## src/rtl/accum_writeback_l17_pkg.sv

```systemverilog
// Shared constants, stage codes and arithmetic helpers for the layer-17
// accumulate/writeback slice.
package pkg_l17;

    localparam int PSUM_W = 16;
    localparam int ACC_W  = 24;
    localparam int DATA_W = 8;
    localparam int QSHIFT = 7;
    localparam int ADDR_W = 10;

    typedef enum logic [2:0] {
        U_CONV60 = 3'd0,
        U_CONV61 = 3'd1,
        U_CONV62 = 3'd2,
        U_CONV63 = 3'd3,
        U_CONV64 = 3'd4,
        U_CONV65 = 3'd5
    } stage_e;

    localparam logic signed [ACC_W-1:0] ACC_MAX = {1'b0, {(ACC_W-1){1'b1}}};
    localparam logic signed [ACC_W-1:0] ACC_MIN = {1'b1, {(ACC_W-1){1'b0}}};
    localparam logic signed [ACC_W:0]   RND_HALF = (ACC_W+1)'(1) << (QSHIFT-1);
    localparam logic signed [ACC_W:0]   D_MAX = (ACC_W+1)'((2**(DATA_W-1))-1);
    localparam logic signed [ACC_W:0]   D_MIN = ~D_MAX;

    // Clamp a one-bit-wider sum back into the accumulator range.
    function automatic logic signed [ACC_W-1:0] sat_acc(input logic signed [ACC_W:0] x);
        if (x[ACC_W] != x[ACC_W-1])
            return x[ACC_W] ? ACC_MIN : ACC_MAX;
        return x[ACC_W-1:0];
    endfunction

    // Arithmetic shift by QSHIFT with round-half-up; result kept wide.
    function automatic logic signed [ACC_W:0] round_shift(input logic signed [ACC_W-1:0] x);
        logic signed [ACC_W:0] t;
        t = {x[ACC_W-1], x} + RND_HALF;
        return t >>> QSHIFT;
    endfunction

    // Saturate a wide signed value to the output activation range.
    function automatic logic signed [DATA_W-1:0] sat_data(input logic signed [ACC_W:0] x);
        if (x > D_MAX)
            return D_MAX[DATA_W-1:0];
        if (x < D_MIN)
            return D_MIN[DATA_W-1:0];
        return x[DATA_W-1:0];
    endfunction

endpackage

```

## src/rtl/accum_writeback_l17_if.sv

```systemverilog
// Controller-to-writeback bus for layer 17: psum/control inputs and the
// BRAM2 write port. skip_data exists only when SKIP_ADD_EN is defined.
interface accum_writeback_l17_if;
    import pkg_l17::*;

    logic [2:0]        u;
    logic              load;
    logic              padding;
    logic              temp_zero;
    logic              psum_valid;
    logic [PSUM_W-1:0] psum_in;
    logic [ADDR_W-1:0] wr_addr_in;
`ifdef SKIP_ADD_EN
    logic [DATA_W-1:0] skip_data;
`endif
    logic              bram_we;
    logic [ADDR_W-1:0] bram_waddr;
    logic [DATA_W-1:0] bram_wdata;
    logic [ADDR_W-1:0] wr_count;

    modport master (
        output u, load, padding, temp_zero, psum_valid, psum_in, wr_addr_in,
`ifdef SKIP_ADD_EN
        output skip_data,
`endif
        input  bram_we, bram_waddr, bram_wdata, wr_count
    );

    modport slave (
        input  u, load, padding, temp_zero, psum_valid, psum_in, wr_addr_in,
`ifdef SKIP_ADD_EN
        input  skip_data,
`endif
        output bram_we, bram_waddr, bram_wdata, wr_count
    );

endinterface

```

## src/rtl/accum_writeback_l17_requant.sv

```systemverilog
// requant_relu_l17: S2 register stage. Round-shifts the closed group sum,
// saturates to 8 bits, applies ReLU except on conv65, and (SKIP_ADD_EN)
// adds the skip activation on conv65.
module requant_relu_l17
    import pkg_l17::*;
(
    input  logic                     clk,
    input  logic                     rst,
    input  logic                     in_valid,
    input  logic signed [ACC_W-1:0]  in_sum,
    input  logic [2:0]               in_u,
    input  logic [ADDR_W-1:0]        in_addr,
`ifdef SKIP_ADD_EN
    input  logic [DATA_W-1:0]        in_skip,
`endif
    output logic                     out_valid,
    output logic [ADDR_W-1:0]        out_addr,
    output logic [DATA_W-1:0]        out_data
);

    logic signed [DATA_W-1:0] q;
    logic [DATA_W-1:0]        res;

    // Requantise the group sum and select linear or ReLU output.
    always_comb begin
        q   = sat_data(round_shift(in_sum));
        res = q;
        if (in_u == U_CONV65) begin
`ifdef SKIP_ADD_EN
            res = sat_data({{(ACC_W+1-DATA_W){q[DATA_W-1]}}, q} +
                           {{(ACC_W+1-DATA_W){in_skip[DATA_W-1]}}, in_skip});
`else
            res = q;
`endif
        end else if (q[DATA_W-1]) begin
            res = '0;
        end
    end

    // Register the requantised byte with its destination address.
    always_ff @(posedge clk or posedge rst) begin
        if (rst) begin
            out_valid <= 1'b0;
            out_addr  <= '0;
            out_data  <= '0;
        end else begin
            out_valid <= in_valid;
            if (in_valid) begin
                out_addr <= in_addr;
                out_data <= res;
            end
        end
    end

endmodule

```

## src/rtl/accum_writeback_l17.sv

```systemverilog
// accum_writeback_l17: accumulates conv60..conv65 partial sums, closes a
// group on load, and writes one requantised byte to BRAM2 two cycles later.
// Optional feature: SKIP_ADD_EN adds skip_data to conv65 outputs.
module accum_writeback_l17
    import pkg_l17::*;
(
    input  logic                  clk,
    input  logic                  rst,
    accum_writeback_l17_if.slave  bus
);

    logic signed [ACC_W-1:0] acc;
    logic signed [ACC_W-1:0] term;
    logic signed [ACC_W-1:0] acc_next;
    logic                    stage_ok;

    logic                    s1_valid;
    logic signed [ACC_W-1:0] s1_sum;
    logic [2:0]              s1_u;
    logic [ADDR_W-1:0]       s1_addr;
`ifdef SKIP_ADD_EN
    logic [DATA_W-1:0]       s1_skip;
`endif

    logic                    s2_valid;
    logic [ADDR_W-1:0]       s2_addr;
    logic [DATA_W-1:0]       s2_data;

    // Current term and the saturated running sum including it.
    always_comb begin
        term = '0;
        if (bus.psum_valid && !bus.padding)
            term = {{(ACC_W-PSUM_W){bus.psum_in[PSUM_W-1]}}, bus.psum_in};
        acc_next = sat_acc({acc[ACC_W-1], acc} + {term[ACC_W-1], term});
        stage_ok = (bus.u <= U_CONV65);
    end

    // Accumulator: cleared by load (group closed) or temp_zero.
    always_ff @(posedge clk or posedge rst) begin
        if (rst)
            acc <= '0;
        else if (bus.load || bus.temp_zero)
            acc <= '0;
        else
            acc <= acc_next;
    end

    // S1: capture the closed group; illegal stages never become valid.
    always_ff @(posedge clk or posedge rst) begin
        if (rst) begin
            s1_valid <= 1'b0;
            s1_sum   <= '0;
            s1_u     <= '0;
            s1_addr  <= '0;
`ifdef SKIP_ADD_EN
            s1_skip  <= '0;
`endif
        end else begin
            s1_valid <= bus.load && stage_ok;
            if (bus.load) begin
                s1_sum  <= acc_next;
                s1_u    <= bus.u;
                s1_addr <= bus.wr_addr_in;
`ifdef SKIP_ADD_EN
                s1_skip <= bus.skip_data;
`endif
            end
        end
    end

    requant_relu_l17 u_requant (
        .clk       (clk),
        .rst       (rst),
        .in_valid  (s1_valid),
        .in_sum    (s1_sum),
        .in_u      (s1_u),
        .in_addr   (s1_addr),
`ifdef SKIP_ADD_EN
        .in_skip   (s1_skip),
`endif
        .out_valid (s2_valid),
        .out_addr  (s2_addr),
        .out_data  (s2_data)
    );

    // S3: BRAM2 write port; address/data hold their last written values.
    always_ff @(posedge clk or posedge rst) begin
        if (rst) begin
            bus.bram_we    <= 1'b0;
            bus.bram_waddr <= '0;
            bus.bram_wdata <= '0;
        end else begin
            bus.bram_we <= s2_valid;
            if (s2_valid) begin
                bus.bram_waddr <= s2_addr;
                bus.bram_wdata <= s2_data;
            end
        end
    end

    // Write counter tracks bram_we; temp_zero restarts it, in-flight writes still count.
    always_ff @(posedge clk or posedge rst) begin
        if (rst)
            bus.wr_count <= '0;
        else if (bus.temp_zero)
            bus.wr_count <= '0;
        else if (s2_valid)
            bus.wr_count <= bus.wr_count + 1'b1;
    end

endmodule

```

## src/flat_wrapper.sv

```systemverilog
// flat-port wrapper written by rule: the top's interface ports become plain ports
module accum_writeback_l17_flat import pkg_l17::*;
  (clk, rst, bus_u, bus_load, bus_padding, bus_temp_zero, bus_psum_valid, bus_psum_in, bus_wr_addr_in, bus_bram_we, bus_bram_waddr, bus_bram_wdata, bus_wr_count);
  accum_writeback_l17_if bus_i ();
  input  logic clk;
  input  logic rst;
  input wire logic [$bits(bus_i.u)-1:0] bus_u;
  input wire logic [$bits(bus_i.load)-1:0] bus_load;
  input wire logic [$bits(bus_i.padding)-1:0] bus_padding;
  input wire logic [$bits(bus_i.temp_zero)-1:0] bus_temp_zero;
  input wire logic [$bits(bus_i.psum_valid)-1:0] bus_psum_valid;
  input wire logic [$bits(bus_i.psum_in)-1:0] bus_psum_in;
  input wire logic [$bits(bus_i.wr_addr_in)-1:0] bus_wr_addr_in;
  output wire logic [$bits(bus_i.bram_we)-1:0] bus_bram_we;
  output wire logic [$bits(bus_i.bram_waddr)-1:0] bus_bram_waddr;
  output wire logic [$bits(bus_i.bram_wdata)-1:0] bus_bram_wdata;
  output wire logic [$bits(bus_i.wr_count)-1:0] bus_wr_count;
  assign bus_i.u = bus_u;
  assign bus_i.load = bus_load;
  assign bus_i.padding = bus_padding;
  assign bus_i.temp_zero = bus_temp_zero;
  assign bus_i.psum_valid = bus_psum_valid;
  assign bus_i.psum_in = bus_psum_in;
  assign bus_i.wr_addr_in = bus_wr_addr_in;
  assign bus_bram_we = bus_i.bram_we;
  assign bus_bram_waddr = bus_i.bram_waddr;
  assign bus_bram_wdata = bus_i.bram_wdata;
  assign bus_wr_count = bus_i.wr_count;
  accum_writeback_l17 u_core (.clk(clk), .rst(rst), .bus(bus_i));
endmodule
```

## config.mk

```make
export PLATFORM = sky130hd
export DESIGN_NAME = accum_writeback_l17_flat
export DESIGN_NICKNAME = d
export VERILOG_FILES = /design/src/rtl/accum_writeback_l17_pkg.sv /design/src/rtl/accum_writeback_l17_if.sv /design/src/rtl/accum_writeback_l17_requant.sv /design/src/rtl/accum_writeback_l17.sv /design/src/flat_wrapper.sv
export SDC_FILE = /design/constraint.sdc
export NUM_CORES = 1
export LEC_CHECK = 0
export CAP_MARGIN = 10
export CORE_MARGIN = 3
export CORE_UTILIZATION = 50
export DETAILED_ROUTE_END_ITERATION = 16
export PLACE_DENSITY = 0.72
export SYNTH_ARGS = -nofsm -noshare
export SYNTH_HDL_FRONTEND = slang
export SYNTH_SLANG_ARGS = --single-unit
```

## constraint.sdc

```tcl
create_clock -name clk -period 7.8 [get_ports clk]
set_input_delay 0.78 -clock clk [delete_from_list [all_inputs] [get_ports clk]]
set_output_delay 0.78 -clock clk [all_outputs]
set_load 0.02 [all_outputs]
```

# Word level (Yosys, flattened, before mapping)
# Cells that the tools add are included.
# totals
register_bits	110
inputBits	35
out_inout_bits	29
elab_cells	42
# op_classes
add_sub_neg	3
n_lt_le_gt_ge	3
eq_ne	2
mux	17
reduce_logical	5
# op_table
operator	count
2-to-1 mux 24 bit	5
2-to-1 mux 8 bit	5
adder 24 x 24 -> 25 bit	1
adder 24 x 8 -> 25 bit, second input constant	1
2-to-1 mux 10 bit	2
greater-than comparator 18 x 8 -> 1 bit, second input constant	1
< comparator 18 x 8 -> 1 bit, second input constant	1
adder 10 x 1 -> 10 bit, second input constant	1
2-to-1 mux 7 bit	1
2-to-1 mux 1 bit	4
== test 3 bit, second input constant	1
<= comparator 3 bit, second input constant	1
logical AND 1 bit	2
nonzero test 2 bit	1
zero test 1 bit	1
logical OR 1 bit	1
!= test 1 bit	1

# Depth between registers and ports, before layout
# Gate-level depths: netlist of the first run.
# logic_depth
depth_word	8
depth_mapped	18
mapped_depth_nobuf	17

# Hierarchy
# A second synthesis of the first run with hierarchy kept.
# unflattened
hier_cells	594
hier_area_um2	6160.9
# modules_own_cells
module	instances	cells_each	area_each_um2	seq_area_each_um2
accum_writeback_l17	1	481	4966.0	2277.2
requant_relu_l17	1	113	1194.9	475.5

# Worst setup path after synthesis of the first run
# Ideal clock, no wire load.
# synth_path
path_type	input to register
startpoint	input port bus_psum_valid
endpoint	register u_core.s1_sum[18]
setup_ns	0.130
arrival_ns	4.014
required_time_ns	7.670
slack_ns	3.656
stages	17
path_buffers	3
cell_sequence	nor2b_1 > clkbuf_1 > and2_1 > ha_1 > and4_1 > and3_1 > o211ai_2 > nand4_2 > nand2_1 > a32oi_1 > xor2_1 > ha_1 > buf_1 > clkbuf_1 > o2111ai_1 > o31ai_1 > o2bb2ai_1
# synth_between
elab_chain_len	6
elab_cells_between_ends	8
cone_classes	add/sub (1); eq/ne (1); mux (5); reduce/logical (1)
# synth_lines
item	line	rtl
start, declared	flat_wrapper.sv:11	input wire logic [$bits(bus_i.psum_valid)-1:0] bus_psum_valid;
logical AND 1 bit *	accum_writeback_l17.sv:32	if (bus.psum_valid && !bus.padding)
2-to-1 mux 24 bit *	accum_writeback_l17.sv:32	
adder 24 x 24 -> 25 bit *	accum_writeback_l17.sv:34	acc_next = sat_acc({acc[ACC_W-1], acc} + {term[ACC_W-1], term});
2-to-1 mux 24 bit or != test 1 bit (tied branches)	accum_writeback_l17_pkg.sv:29, accum_writeback_l17_pkg.sv:28	
2-to-1 mux 24 bit or 2-to-1 mux 1 bit (tied branches)	accum_writeback_l17_pkg.sv:28	if (x[ACC_W] != x[ACC_W-1])
2-to-1 mux 24 bit *	accum_writeback_l17_pkg.sv:30	return x[ACC_W-1:0];
end signal, assigned	accum_writeback_l17.sv:61	s1_sum <= acc_next;
end, declared	accum_writeback_l17.sv:18	logic signed [ACC_W-1:0] s1_sum;
# Every way passes the cells marked *; elsewhere a longest branch is shown, timed or not. The select of a mux whose other input is x is not followed.
# A chain may end at the register's enable or synchronous reset.

# Worst setup path after layout of the first run
# layout_path
startpoint	input port bus_psum_valid
endpoint	register u_core.s1_sum[21]
# Same word-level chain as after synthesis.

==> results of run 1 <==
==> state kept, by name (all words and copies together), names as in the netlist <==
signal                      cells
u_core.u_requant.out_addr      10
u_core.u_requant.out_data       8
u_core.s1_sum                  18
u_core.bus.bram_wdata           8
u_core.s1_u                     3
u_core.bus.bram_we              1
u_core.s1_addr                 10
u_core.acc                     24
u_core.bus.bram_waddr          10
u_core.bus.wr_count            10
u_core.s1_valid                 1
u_core.u_requant.out_valid      1
==> worst reg2reg max path, cell delays in order (launching register included) <==
cell                       delay, ps
sky130_fd_sc_hd__dfrtp_1         370
sky130_fd_sc_hd__ha_1            240
sky130_fd_sc_hd__fa_1            450
sky130_fd_sc_hd__a211oi_2        270
sky130_fd_sc_hd__o21ai_1         150
sky130_fd_sc_hd__and4_1          260
sky130_fd_sc_hd__o21ai_1         220
sky130_fd_sc_hd__a21oi_2         160
sky130_fd_sc_hd__ha_1           1020
sky130_fd_sc_hd__inv_1           450
sky130_fd_sc_hd__or4_1           590
sky130_fd_sc_hd__a22oi_1         180
sky130_fd_sc_hd__nor3_1           80
sky130_fd_sc_hd__a21oi_1         140
==> Yosys cell counts, drive strengths merged (8+ instances only) <==
| cell | number |
|---|---|
| a21oi | 49 |
| a211oi | 9 |
| nand3 | 20 |
| nor2 | 64 |
| clkbuf | 20 |
| xnor2 | 12 |
| xor2 | 17 |
| o21ai | 21 |
| or3 | 9 |
| buf | 9 |
| inv | 18 |
| and3 | 11 |
| mux2 | 44 |
| nand2 | 33 |
| and2 | 17 |
| nand4 | 15 |
| ha | 19 |
| nor3 | 12 |
| a31oi | 8 |
| dfrtp | 104 |
==> area by class of cell <==
type | instances | share of cell area, %
clock buffers | 11 | 3.39
clock inverters | 4 | 0.802
well taps | 140 | 2.55
multi-input cells | 447 | 44.8
repair buffers | 67 | 9.55
flip-flops and latches | 104 | 37.9
inverters | 18 | 1.02
==> path summary, 6_finish.rpt <==
kind                                    from                     end  slack [ps]
max                           bus_psum_valid       u_core.s1_sum[21]        1810
min                        u_core.s1_addr[9]       u_core.s1_addr[9]         500
max reg2reg                    u_core.acc[0]       u_core.s1_sum[21]        3140
min reg2reg                u_core.s1_addr[9]       u_core.s1_addr[9]         500
max in group asynchronous                rst       u_core.s1_addr[7]        5810
min in group asynchronous                rst  u_core.bus.wr_count[4]         840
==> routing by layer <==
layer / global-route usage, % / vias to the layer above / share of wire [%]
met2: 32.4 / 122 / 47
met5: 0 / - / 0
met1: 29.6 / 2274 / 48
met4: 4.83 / 0 / 1.3
li1: - / 2283 / -
met3: 4.23 / 15 / 4.3
==> metrics by stage <==
stage               worst slack, ps  total power [mW]  hold WS, ps  instance area (µm²)
finish                         1810              1.50          502                 6870
global route                   1380              1.59          514                 6870
CTS                            1830              1.52          506                 6870
detailed placement             1470              1.07          487                 6580
global placement               1690              1.06          481                 6580
floorplan                      3660             0.935          426                 5870
==> cells by family after synthesis <==
logic type,count (synthesis),share of synthesized area (%)
fa+ha+maj,20,4.39
xor+xnor,29,4.33
simple gates,213,19.1
flops,104,44.4
compound gates,137,15.5
buf+inv,47,3.18
mux,48,9.13
==> placed cells by master, fill, tap and decap left out, types with 6 or more instances in the layout <==
cell / netlist / layout
sky130_fd_sc_hd__ha_1: 19 / 19
sky130_fd_sc_hd__a211oi_1: 7 / 7
sky130_fd_sc_hd__a31oi_1: 8 / 8
sky130_fd_sc_hd__o221ai_1: 6 / 6
sky130_fd_sc_hd__xnor2_1: 12 / 12
sky130_fd_sc_hd__or3_1: 9 / 9
sky130_fd_sc_hd__o21ai_0: 18 / 18
sky130_fd_sc_hd__inv_1: 18 / 17
sky130_fd_sc_hd__nand3_1: 20 / 20
sky130_fd_sc_hd__and3_1: 11 / 11
sky130_fd_sc_hd__a21oi_1: 48 / 48
sky130_fd_sc_hd__nor2_1: 63 / 63
sky130_fd_sc_hd__nor3_1: 12 / 12
sky130_fd_sc_hd__nand2_1: 32 / 32
sky130_fd_sc_hd__mux2_2: 44 / 44
sky130_fd_sc_hd__and2_1: 17 / 17
sky130_fd_sc_hd__dfrtp_1: 104 / 104
sky130_fd_sc_hd__clkbuf_16: 0 / 9
sky130_fd_sc_hd__xor2_1: 17 / 17
sky130_fd_sc_hd__nand4_1: 13 / 13
sky130_fd_sc_hd__clkdlybuf4s50_1: 0 / 62
==> power by group through the flow <==
stage / combinational, mW / sequential (mW) / clock, mW
after floorplan: 0.228 / 0.708 / 0
after global placement: 0.356 / 0.703 / 0
after detailed placement: 0.364 / 0.708 / 0
after CTS: 0.365 / 0.698 / 0.453
after global routing: 0.401 / 0.712 / 0.473
final: 0.364 / 0.698 / 0.439
==> key figures, run 1 <==
Hold path
  – Hold Path Stages: 1
  – Tightest Hold Check Type: reg2reg

Final layout
  – Share of cells above drive strength 1: 12.4%
  – Net count of the finished layout: 702
  – Total area of sequential cells: 0.00260 mm²
  – Final standard cell utilization of the core: 61.7%
  – Area of the multi-input gates: 0.00308 mm²
  – Antenna fix cells: 0
  – Area added between synthesis and finish: 17.1%
  – Fill cell total of the finished layout: 959
  – Non-filler instance count after layout: 791

GRT
  – Total Routing Usage GR: 20.6%
  – Largest net degree at the start of global routing: 59
  – First-pass GRT wire length: 21,900 µm
  – Vias in the first global route: 4,404
  – Antenna violations before repair: 0
  – Global route overflow: 0

STA
  – Number of hold-slack violations in the final timing report: 0
  – Unrepaired setup endpoints after global routing: no
  – Worst clock skew: 6.72 ps
  – Final clock period utilization by the worst path: 76.7%
  – Slew @ Worst Pin: 1030 ps
  – Rel. slew slack: 31.1%
  – Top achievable clock speed: 167 MHz
  – Count of final max-slew check failures: 0
  – Finish-stage setup viols: 0
  – Minimum clock period: 5990 ps
  – Setup TNS: 0 ps

Clock network
  – Post-CTS Hold Buffers: 0
  – # Post-CTS Setup Buffers: 0
  – H-tree Lvls: 3
  – Total CTS buffers: 9
  – Clock-pin slew reported for the worst setup and hold paths after clock tree synthesis: 70 ps
  – Clock insertion delay at the later pin of the skew report: 340 ps
  – Resized cells post-CTS: 0
  – TritonCTS clock tree: built
  – Count of clock tree sinks: 104
  – Root Buffer Master: sky130_fd_sc_hd__clkbuf_16
  – Max Buffers Root-to-Sink: 2

Critical path
  – CP Capture Type: flip-flop
  – Kind of start point of the critical path: input port
  – Slowest cell on crit path: sky130_fd_sc_hd__ha_1
  – Crit path DAT: 6250 ps
  – Required time at the endpoint of the critical path: 8070 ps
  – Worst Path Buf+Inv: 2
  – Worst-case reg-to-reg path depth: 13
  – Critical path fanouts, max: 31
  – Cell repeated most along the worst path: sky130_fd_sc_hd__ha_1
  – Ordered cell list for the critical path: clkdlybuf4s50_1 > nor2b_1 > and2_1 > ha_1 > a211oi_1 > o21bai_1 > o211ai_2 > nand4_2 > nand2_1 > a32oi_1 > xor2_1 > ha_1 > inv_1 > or4_1 > a22oi_1 > nor3_1 > a21oi_1
  – Classification of the worst setup path: in2reg
  – Path length in cells of the critical path: 17
  – Delay contributed by the slowest stage of the critical path: 980 ps
  – Largest delay contributor family on the critical path: simple AND/OR/NAND/NOR gates

Synthesis
  – Synthesized instance count: 598
  – Area of the mapped netlist: 0.00587 mm²
  – Post-synthesis cell type count: 66
  – Synthesized net count: 653
  – Share of Yosys cell area claimed by the top area cell type: 44.4%
  – Register area share after synthesis: 44.4%
  – Number of flops mapped to enable cells by yosys: 0
  – Avg Synthesized Cell Area: 9.81 µm²
  – Area leader, netlist: sky130_fd_sc_hd__dfrtp_1
  – Leading cell types by total area after synthesis: sky130_fd_sc_hd__dfrtp_1 44%, sky130_fd_sc_hd__mux2_2 8.4%, sky130_fd_sc_hd__a21oi_1 4.1%
  – Proportion of register bits with asynchronous set or reset after synthesis: 100%
  – Post-synth top flop: sky130_fd_sc_hd__dfrtp_1
  – Register bit count reported by yosys: 104
  – Count of synthesis-stage warnings from yosys: 0

Placement
  – Count of port buffers added during placement: 63
  – Routability cong.: 0.874
  – Detailed placement HPWL: 9440 µm
  – Placed cells: 776

Floorplanning
  – Count of pins on the block boundary: 64
  – Overall die width: 114 µm
  – Die Y: 114 µm
  – Starting Density: 52.7%
  – Total number of placement rows: 38
  – Core Footprint: 0.0111 mm²
  – Die footprint: 0.0131 mm²

Power
  – Clock Power Share: 29.2%
  – Reg power frac: 46.5%
  – IR drop worst, VDD: 0.164 mV
  – Cell leakage power: 2.97 nW
  – Fraction of power spent switching nets: 30.7%
  – Switching power of the nets: 0.461 mW
  – Int Pwr: 1.04 mW
  – Pwr dens: 219 mW/mm²
  – Power share of the combinational group: 24.2%

Route
  – Final wirelength: 13,000 µm
  – First-pass detailed-route iteration total: 5
  – Detailed-route wire length per cell: 16.4 µm
  – Detail Route Antenna Nets: 0
  – Starting DRT DRC Count: 348
  – Vias/cell: 5.93
  – Number of DRC violations after detailed routing: 0
  – Via Count: 4,694

Job
  – Max-cap violations: 0

Outcome
  – Run status: complete, no violations
(Power assumes the default switching activity.)
==> inputs of run 2 (changes only) <==
clock period = 6.3 ns   (was 7.8 ns; I/O delays follow)
==> key figures, run 2 (synthesized netlist as in run 1, its figures left out) <==
Final layout
  – Fill cell total of the finished layout: 939 (-2.1%)
  – Fin area: 0.00689 mm² (+0.38%)
  – Top Registers: u_core.acc (24), u_core.s1_sum (18)
  – Top register by number of flip-flops: u_core.acc
  – Leading cell types in the layout, fill and taps excluded: 104 x sky130_fd_sc_hd__dfrtp_1, 63 x sky130_fd_sc_hd__nor2_1, 62 x sky130_fd_sc_hd__clkdlybuf4s50_1
  – Share of cells above drive strength 1: 13.0% (+0.57 points)
  – Final standard cell utilization of the core: 62.0% (+0.24 points)
  – Net count of the finished layout: 703 (+0.14%)
  – Most common cell after layout, fill and taps aside: sky130_fd_sc_hd__dfrtp_1
  – Area added between synthesis and finish: 17.5%
  – Antenna fix cells: 0 (unchanged)
  – Flip-flop count of the largest register after layout: 24 (unchanged)

Clock network
  – TritonCTS clock tree: built
  – H-tree Lvls: 3 (unchanged)
  – Root Buffer Master: sky130_fd_sc_hd__clkbuf_16
  – Max Buffers Root-to-Sink: 2 (unchanged)
  – Resized cells post-CTS: 0 (unchanged)
  – Clock insertion delay at the later pin of the skew report: 350 ps (about the same)
  – # Post-CTS Setup Buffers: 0 (unchanged)
  – Clock-pin slew reported for the worst setup and hold paths after clock tree synthesis: 70 ps (about the same)
  – Total CTS buffers: 9 (unchanged)
  – Count of clock tree sinks: 104 (unchanged)
  – Post-CTS Hold Buffers: 0 (unchanged)

Floorplanning
  – Count of pins on the block boundary: 64 (unchanged)
  – Total number of placement rows: 38 (unchanged)
  – Overall die width: 114 µm (unchanged)
  – Die Y: 114 µm (unchanged)
  – Die footprint: 0.0131 mm² (unchanged)
  – Starting Density: 52.7% (unchanged)
  – Core Footprint: 0.0111 mm² (unchanged)

Critical path
  – Worst-case reg-to-reg path depth: 15 (+2)
  – Required time at the endpoint of the critical path: 6510 ps (-1560 ps)
  – FF-to-FF End: u_core.s1_sum[17]
  – Classification of the worst setup path: in2reg
  – CP Capture Type: flip-flop
  – Kind of start point of the critical path: input port
  – Critical path fanouts, max: 15 (-52%)
  – Crit path DAT: 5150 ps (-1100 ps)
  – Reg2reg start: u_core.acc[1]
  – Slack of the worst reg-to-reg path: 2590 ps (-550 ps)

GRT
  – First-pass GRT wire length: 22,600 µm (+3.2%)
  – Antenna violations before repair: 0 (unchanged)
  – Global route overflow: 0 (unchanged)
  – Total Routing Usage GR: 21.2% (+0.55 points)
  – Vias in the first global route: 4,634 (+5.2%)
  – Largest net degree at the start of global routing: 90 (+53%)

STA
  – Final setup slack of the worst path: 1360 ps (-455 ps)
  – Unrepaired setup endpoints after global routing: no
  – Minimum clock period: 4940 ps
  – Worst clock skew: 6.78 ps (+0.0656 ps)
  – Setup TNS: 0 ps (unchanged)
  – Number of hold-slack violations in the final timing report: 0 (unchanged)
  – Slew @ Worst Pin: 1070 ps (+38.7 ps)
  – Count of final max-slew check failures: 0 (unchanged)
  – Final clock period utilization by the worst path: 78.4%
  – Rel. slew slack: 28.5% (-2.6 points)
  – Top achievable clock speed: 202 MHz
  – Finish-stage setup viols: 0 (unchanged)

Outcome
  – Run status: complete, no violations

Hold path
  – Hold Path Stages: 1 (unchanged)
  – Hold path startpoint: u_core.u_requant.out_addr[8]
  – Tightest Hold Check Type: reg2reg
  – Endpoint of the worst hold path: u_core.u_requant.out_addr[8]

Job
  – Max-cap violations: 0 (unchanged)

Route
  – First-pass detailed-route iteration total: 5 (unchanged)
  – Vias/cell: 5.95 (+0.24%)
  – Starting DRT DRC Count: 407 (+17%)
  – Wire length on met2: 6330 µm (+3.8%)
  – Met1 WL: 5960 µm (-3.6%)
  – Met3 WL post-DR: 669 µm (+19%)
  – Top layer in use: met4
  – Detail Route Antenna Nets: 0 (unchanged)
  – Number of DRC violations after detailed routing: 0 (unchanged)
  – Final wirelength: 13,200 µm (+1.1%)
  – Detailed-route wire length per cell: 16.6 µm (+0.84%)
  – Via Count: 4,717 (+0.49%)

Power
  – Fraction of power spent switching nets: 31.0% (+0.33 points)
  – Int Pwr: 1.30 mW (+25%)
  – Pwr dens: 274 mW/mm² (+25%)
  – Total power of the final layout: 1.89 mW (+26%)
  – Switching power of the nets: 0.586 mW (+27%)
  – Cell leakage power: 2.99 nW (+0.63%)
  – Reg power frac: 45.8% (-0.7 points)
  – IR drop worst, VDD: 0.216 mV (+32%)
  – Power share of the combinational group: 23.9% (-0.3 points)
  – Clock Power Share: 30.4% (+1.2 points)

Placement
  – Detailed placement HPWL: 9390 µm (-0.53%)
  – Placement-stage cell area: 0.00659 mm² (+0.11%)
  – Count of port buffers added during placement: 63 (unchanged)
  – Routability cong.: 0.919 (+5.2%)
  – Worst slack, placed: 961 ps (-509 ps)
run 2: cell count changes in the layout (fill, tap and decap cells not counted):
cell and delta:
sky130_fd_sc_hd__inv_8 +1, sky130_fd_sc_hd__buf_4 +1, sky130_fd_sc_hd__clkbuf_1 -2, sky130_fd_sc_hd__clkbuf_8 +1
sky130_fd_sc_hd__clkinv_2 +2, sky130_fd_sc_hd__inv_6 -1
run 2: worst max-delay path, stage by stage:
cell	delay, ps
sky130_fd_sc_hd__clkdlybuf4s50_1	470
sky130_fd_sc_hd__nor2b_1	660
sky130_fd_sc_hd__and2_1	280
sky130_fd_sc_hd__ha_1	270
sky130_fd_sc_hd__a211oi_1	210
sky130_fd_sc_hd__o21bai_1	180
sky130_fd_sc_hd__o211ai_2	230
sky130_fd_sc_hd__nand4_2	260
sky130_fd_sc_hd__nand2_1	250
sky130_fd_sc_hd__a32oi_1	140
sky130_fd_sc_hd__xor2_1	180
sky130_fd_sc_hd__ha_1	290
sky130_fd_sc_hd__inv_1	260
sky130_fd_sc_hd__nor2_1	100
sky130_fd_sc_hd__and3_1	190
sky130_fd_sc_hd__o211a_1	190
sky130_fd_sc_hd__a211oi_1	230
sky130_fd_sc_hd__a31oi_1	120
run 2: stage by stage:
stage               cells  hold slack, ps
floorplan             598             426
global placement      777             481
detailed placement    777             489
CTS                   793             506
global route          793             526
finish                793             506
run 2: metal layers:
metal  vias up  global-route usage [%]
met2       136                    33.9
li1       2281                       -
met4         0                    5.54
met3        22                    4.44
met1      2278                    29.6
met5         -                       0
run 2: layout make-up:
cell class              count  area, µm²  share of cell area [%]
multi-input cells         447       3080                    44.6
inverters                  18       70.1                    1.02
flip-flops and latches    104       2600                    37.7
clock buffers              10        239                    3.47
repair buffers             68        663                    9.62
clock inverters             6       67.6                   0.980
well taps                 140        175                    2.54
run 2: worst max-delay path by stage:
stage / start / end / cells after the start
final: bus_psum_valid / u_core.s1_sum[17] / 18
after global routing: bus_psum_valid / u_core.s1_sum[17] / 18
after CTS: bus_psum_valid / u_core.s1_sum[17] / 18
after detailed placement: bus_psum_valid / u_core.s1_sum[17] / 18
after global placement: bus_psum_valid / u_core.s1_sum[17] / 18
after floorplan: bus_psum_valid / u_core.s1_sum[18] / 17
run 2: power groups by stage:
stage	logic, mW	registers [mW]	clock network, mW
global placement	0.440	0.868	0
CTS	0.454	0.863	0.587
global route	0.500	0.880	0.610
finish	0.450	0.864	0.573
floorplan	0.282	0.876	0
detailed placement	0.452	0.875	0
==> inputs of run 3 (changes only) <==
PLACE_DENSITY = 0.75   (was 0.72)
clock period = 4.2 ns   (was 6.3 ns; I/O delays follow)
==> key figures, run 3 (synthesized netlist as in run 1, its figures left out) <==
Outcome
  – Run status: complete, no violations

Hold path
  – Tightest Hold Check Type: reg2reg
  – Hold path startpoint: u_core.u_requant.out_addr[5]

Clock network
  – Resized cells post-CTS: 0 (unchanged)
  – TritonCTS clock tree: built
  – # Post-CTS Setup Buffers: 0 (unchanged)
  – Max Buffers Root-to-Sink: 2 (unchanged)
  – Count of clock tree sinks: 104 (unchanged)
  – Post-CTS Hold Buffers: 0 (unchanged)
  – Total CTS buffers: 9 (unchanged)
  – H-tree Lvls: 3 (unchanged)
  – Clock-pin slew reported for the worst setup and hold paths after clock tree synthesis: 70 ps (about the same)
  – Root Buffer Master: sky130_fd_sc_hd__clkbuf_16
  – Clock insertion delay at the later pin of the skew report: 350 ps (about the same)

Critical path
  – Required time at the endpoint of the critical path: 4400 ps (-2110 ps)
  – CP Capture Type: flip-flop
  – Classification of the worst setup path: in2reg
  – Worst Path Buf+Inv: 3 (+1)
  – Critical path fanouts, max: 14 (-1)
  – Reg2reg start: u_core.acc[1]
  – Kind of start point of the critical path: input port
  – Worst setup path startpoint: bus_psum_valid
  – Crit path DAT: 4050 ps (-1100 ps)
  – Slowest cell on crit path: sky130_fd_sc_hd__clkdlybuf4s50_1
  – Delay contributed by the slowest stage of the critical path: 410 ps (-250 ps)
  – Largest delay contributor family on the critical path: compound AO/OA/AOI/OAI gates
  – Ordered cell list for the critical path: clkdlybuf4s50_1 > nor2b_1 > buf_4 > and2_1 > ha_1 > fa_1 > a211oi_2 > o21ai_1 > and4_1 > o21ai_1 > a21oi_2 > ha_1 > inv_1 > nor2_1 > and3_1 > o211a_1 > a211oi_1 > a31oi_1

GRT
  – First-pass GRT wire length: 23,300 µm (+2.9%)
  – Global route overflow: 0 (unchanged)
  – Largest net degree at the start of global routing: 88 (-2.2%)
  – Vias in the first global route: 4,724 (+1.9%)
  – Antenna violations before repair: 0 (unchanged)
  – Total Routing Usage GR: 22.0% (+0.79 points)

Power
  – Power share of the combinational group: 25.2% (+1.3 points)
  – Reg power frac: 46.3% (+0.5 points)
  – Cell leakage power: 3.13 nW (+4.5%)
  – IR drop worst, VDD: 0.241 mV (+12%)
  – Int Pwr: 1.93 mW (+48%)
  – Clock Power Share: 28.5% (-1.9 points)
  – Pwr dens: 396 mW/mm² (+45%)
  – Switching power of the nets: 0.876 mW (+50%)
  – Total power of the final layout: 2.81 mW (+49%)
  – Fraction of power spent switching nets: 31.2% (+0.19 points)

Floorplanning
  – Overall die width: 114 µm (unchanged)
  – Total number of placement rows: 38 (unchanged)
  – Core Footprint: 0.0111 mm² (unchanged)
  – Die footprint: 0.0131 mm² (unchanged)
  – Starting Density: 52.7% (unchanged)
  – Count of pins on the block boundary: 64 (unchanged)
  – Die Y: 114 µm (unchanged)

STA
  – Unrepaired setup endpoints after global routing: no
  – Minimum clock period: 3850 ps
  – Number of hold-slack violations in the final timing report: 0 (unchanged)
  – Final setup slack of the worst path: 349 ps (-1010 ps)
  – Final clock period utilization by the worst path: 91.7%
  – Rel. slew slack: 28.0% (-0.50 points)
  – Top achievable clock speed: 260 MHz
  – Finish-stage setup viols: 0 (unchanged)
  – Slew @ Worst Pin: 1080 ps (+7.52 ps)
  – Setup TNS: 0 ps (unchanged)
  – Count of final max-slew check failures: 0 (unchanged)
  – Worst clock skew: 9.22 ps (+2.44 ps)

Final layout
  – Flip-flop count of the largest register after layout: 24 (unchanged)
  – Most common cell after layout, fill and taps aside: sky130_fd_sc_hd__dfrtp_1
  – Net count of the finished layout: 731 (+4.0%)
  – Antenna fix cells: 0 (unchanged)
  – Area added between synthesis and finish: 20.7%
  – Share of cells above drive strength 1: 16.4% (+3.4 points)
  – Top register by number of flip-flops: u_core.acc
  – Fill cell total of the finished layout: 896 (-4.6%)
  – Top Registers: u_core.acc (24), u_core.s1_sum (18)
  – Leading cell types in the layout, fill and taps excluded: 104 x sky130_fd_sc_hd__dfrtp_1, 63 x sky130_fd_sc_hd__nor2_1, 62 x sky130_fd_sc_hd__clkdlybuf4s50_1
  – Fin area: 0.00708 mm² (+2.7%)

Placement
  – Routability cong.: 0.885 (-3.7%)
  – Placement-stage cell area: 0.00680 mm² (+3.2%)
  – Detailed placement HPWL: 9930 µm (+5.7%)
  – Worst slack, placed: 17.3 ps (-944 ps)
  – Count of port buffers added during placement: 63 (unchanged)

Job
  – Max-cap violations: 0 (unchanged)

Route
  – Final wirelength: 13,900 µm (+5.6%)
  – Starting DRT DRC Count: 309 (-24%)
  – Detail Route Antenna Nets: 0 (unchanged)
  – Via Count: 4,802 (+1.8%)
  – Detailed-route wire length per cell: 16.9 µm (+2.0%)
  – Number of DRC violations after detailed routing: 0 (unchanged)
  – First-pass detailed-route iteration total: 4 (-1)
  – Vias/cell: 5.85 (-1.7%)
-- run 3: cell count changes in the layout (fill, tap and decap cells not counted) --
cell,delta
sky130_fd_sc_hd__bufinv_16,-1
sky130_fd_sc_hd__clkinvlp_4,-1
sky130_fd_sc_hd__buf_4,+28
sky130_fd_sc_hd__inv_6,+1
sky130_fd_sc_hd__clkbuf_1,+1
sky130_fd_sc_hd__inv_8,-1
sky130_fd_sc_hd__clkbuf_8,+1
-- run 3: worst paths after layout --
path / endpoint / slack (ps) / cells past startpoint
worst max-delay path: u_core.s1_sum[17] / 350 / 18
worst min-delay path: u_core.bus.bram_waddr[5] / 500 / 1
worst max register to register: u_core.s1_sum[20] / 850 / 15
worst min register to register: u_core.bus.bram_waddr[5] / 500 / 1
max in group asynchronous: u_core.s1_u[1] / 2620 / 3
min in group asynchronous: u_core.bus.wr_count[8] / 680 / 2
-- run 3: final cells by class --
type	count	area (µm²)	area share, %
sequential	104	2600	36.7
timing repair buffer	96	873	12.3
clock buffer	12	256	3.62
clock inverter	4	27.5	0.389
multi-input combinational	447	3080	43.4
inverter	18	70.1	0.989
tap	140	175	2.47
-- run 3: worst reg2reg max path, stage by stage (launching register included) --
cell and delay (ps):
sky130_fd_sc_hd__dfrtp_1 420, sky130_fd_sc_hd__ha_1 320, sky130_fd_sc_hd__a211oi_1 250, sky130_fd_sc_hd__o21bai_1 180, sky130_fd_sc_hd__o211ai_2 230, sky130_fd_sc_hd__nand4_2 160, sky130_fd_sc_hd__nand2_1 130, sky130_fd_sc_hd__a32oi_1 120
sky130_fd_sc_hd__xor2_1 170, sky130_fd_sc_hd__ha_1 320, sky130_fd_sc_hd__inv_1 100, sky130_fd_sc_hd__buf_4 160, sky130_fd_sc_hd__or3_1 330, sky130_fd_sc_hd__a21boi_0 170, sky130_fd_sc_hd__nor3_1 80, sky130_fd_sc_hd__a21oi_1 140
-- run 3: metrics by stage --
stage / hold slack, ps / cells / utilization, %
2_1_floorplan: 426 / 598 / -
3_3_place_gp: 483 / 805 / 61.1
3_5_place_dp: 489 / 805 / 61.1
4_1_cts: 505 / 821 / 63.7
5_1_grt: 515 / 821 / 63.7
6_report: 497 / 821 / 63.7
-- run 3: per-layer routing --
metal / GRT usage (%) / up-vias / wire length (µm)
met3: 2.96 / 28 / 606
met5: 0 / - / 0
met2: 35.2 / 124 / 6590
li1: - / 2337 / -
met1: 30.7 / 2313 / 6440
met4: 8.00 / 0 / 261
-- run 3: power groups by stage --
| stage | Combinational (mW) | Clock (mW) | Sequential, mW |
|---|---|---|---|
| 2_1_floorplan | 0.423 | 0 | 1.31 |
| 3_3_place_gp | 0.688 | 0 | 1.30 |
| 3_5_place_dp | 0.705 | 0 | 1.32 |
| 4_1_cts | 0.710 | 0.815 | 1.30 |
| 5_1_grt | 0.778 | 0.853 | 1.32 |
| 6_report | 0.708 | 0.799 | 1.30 |
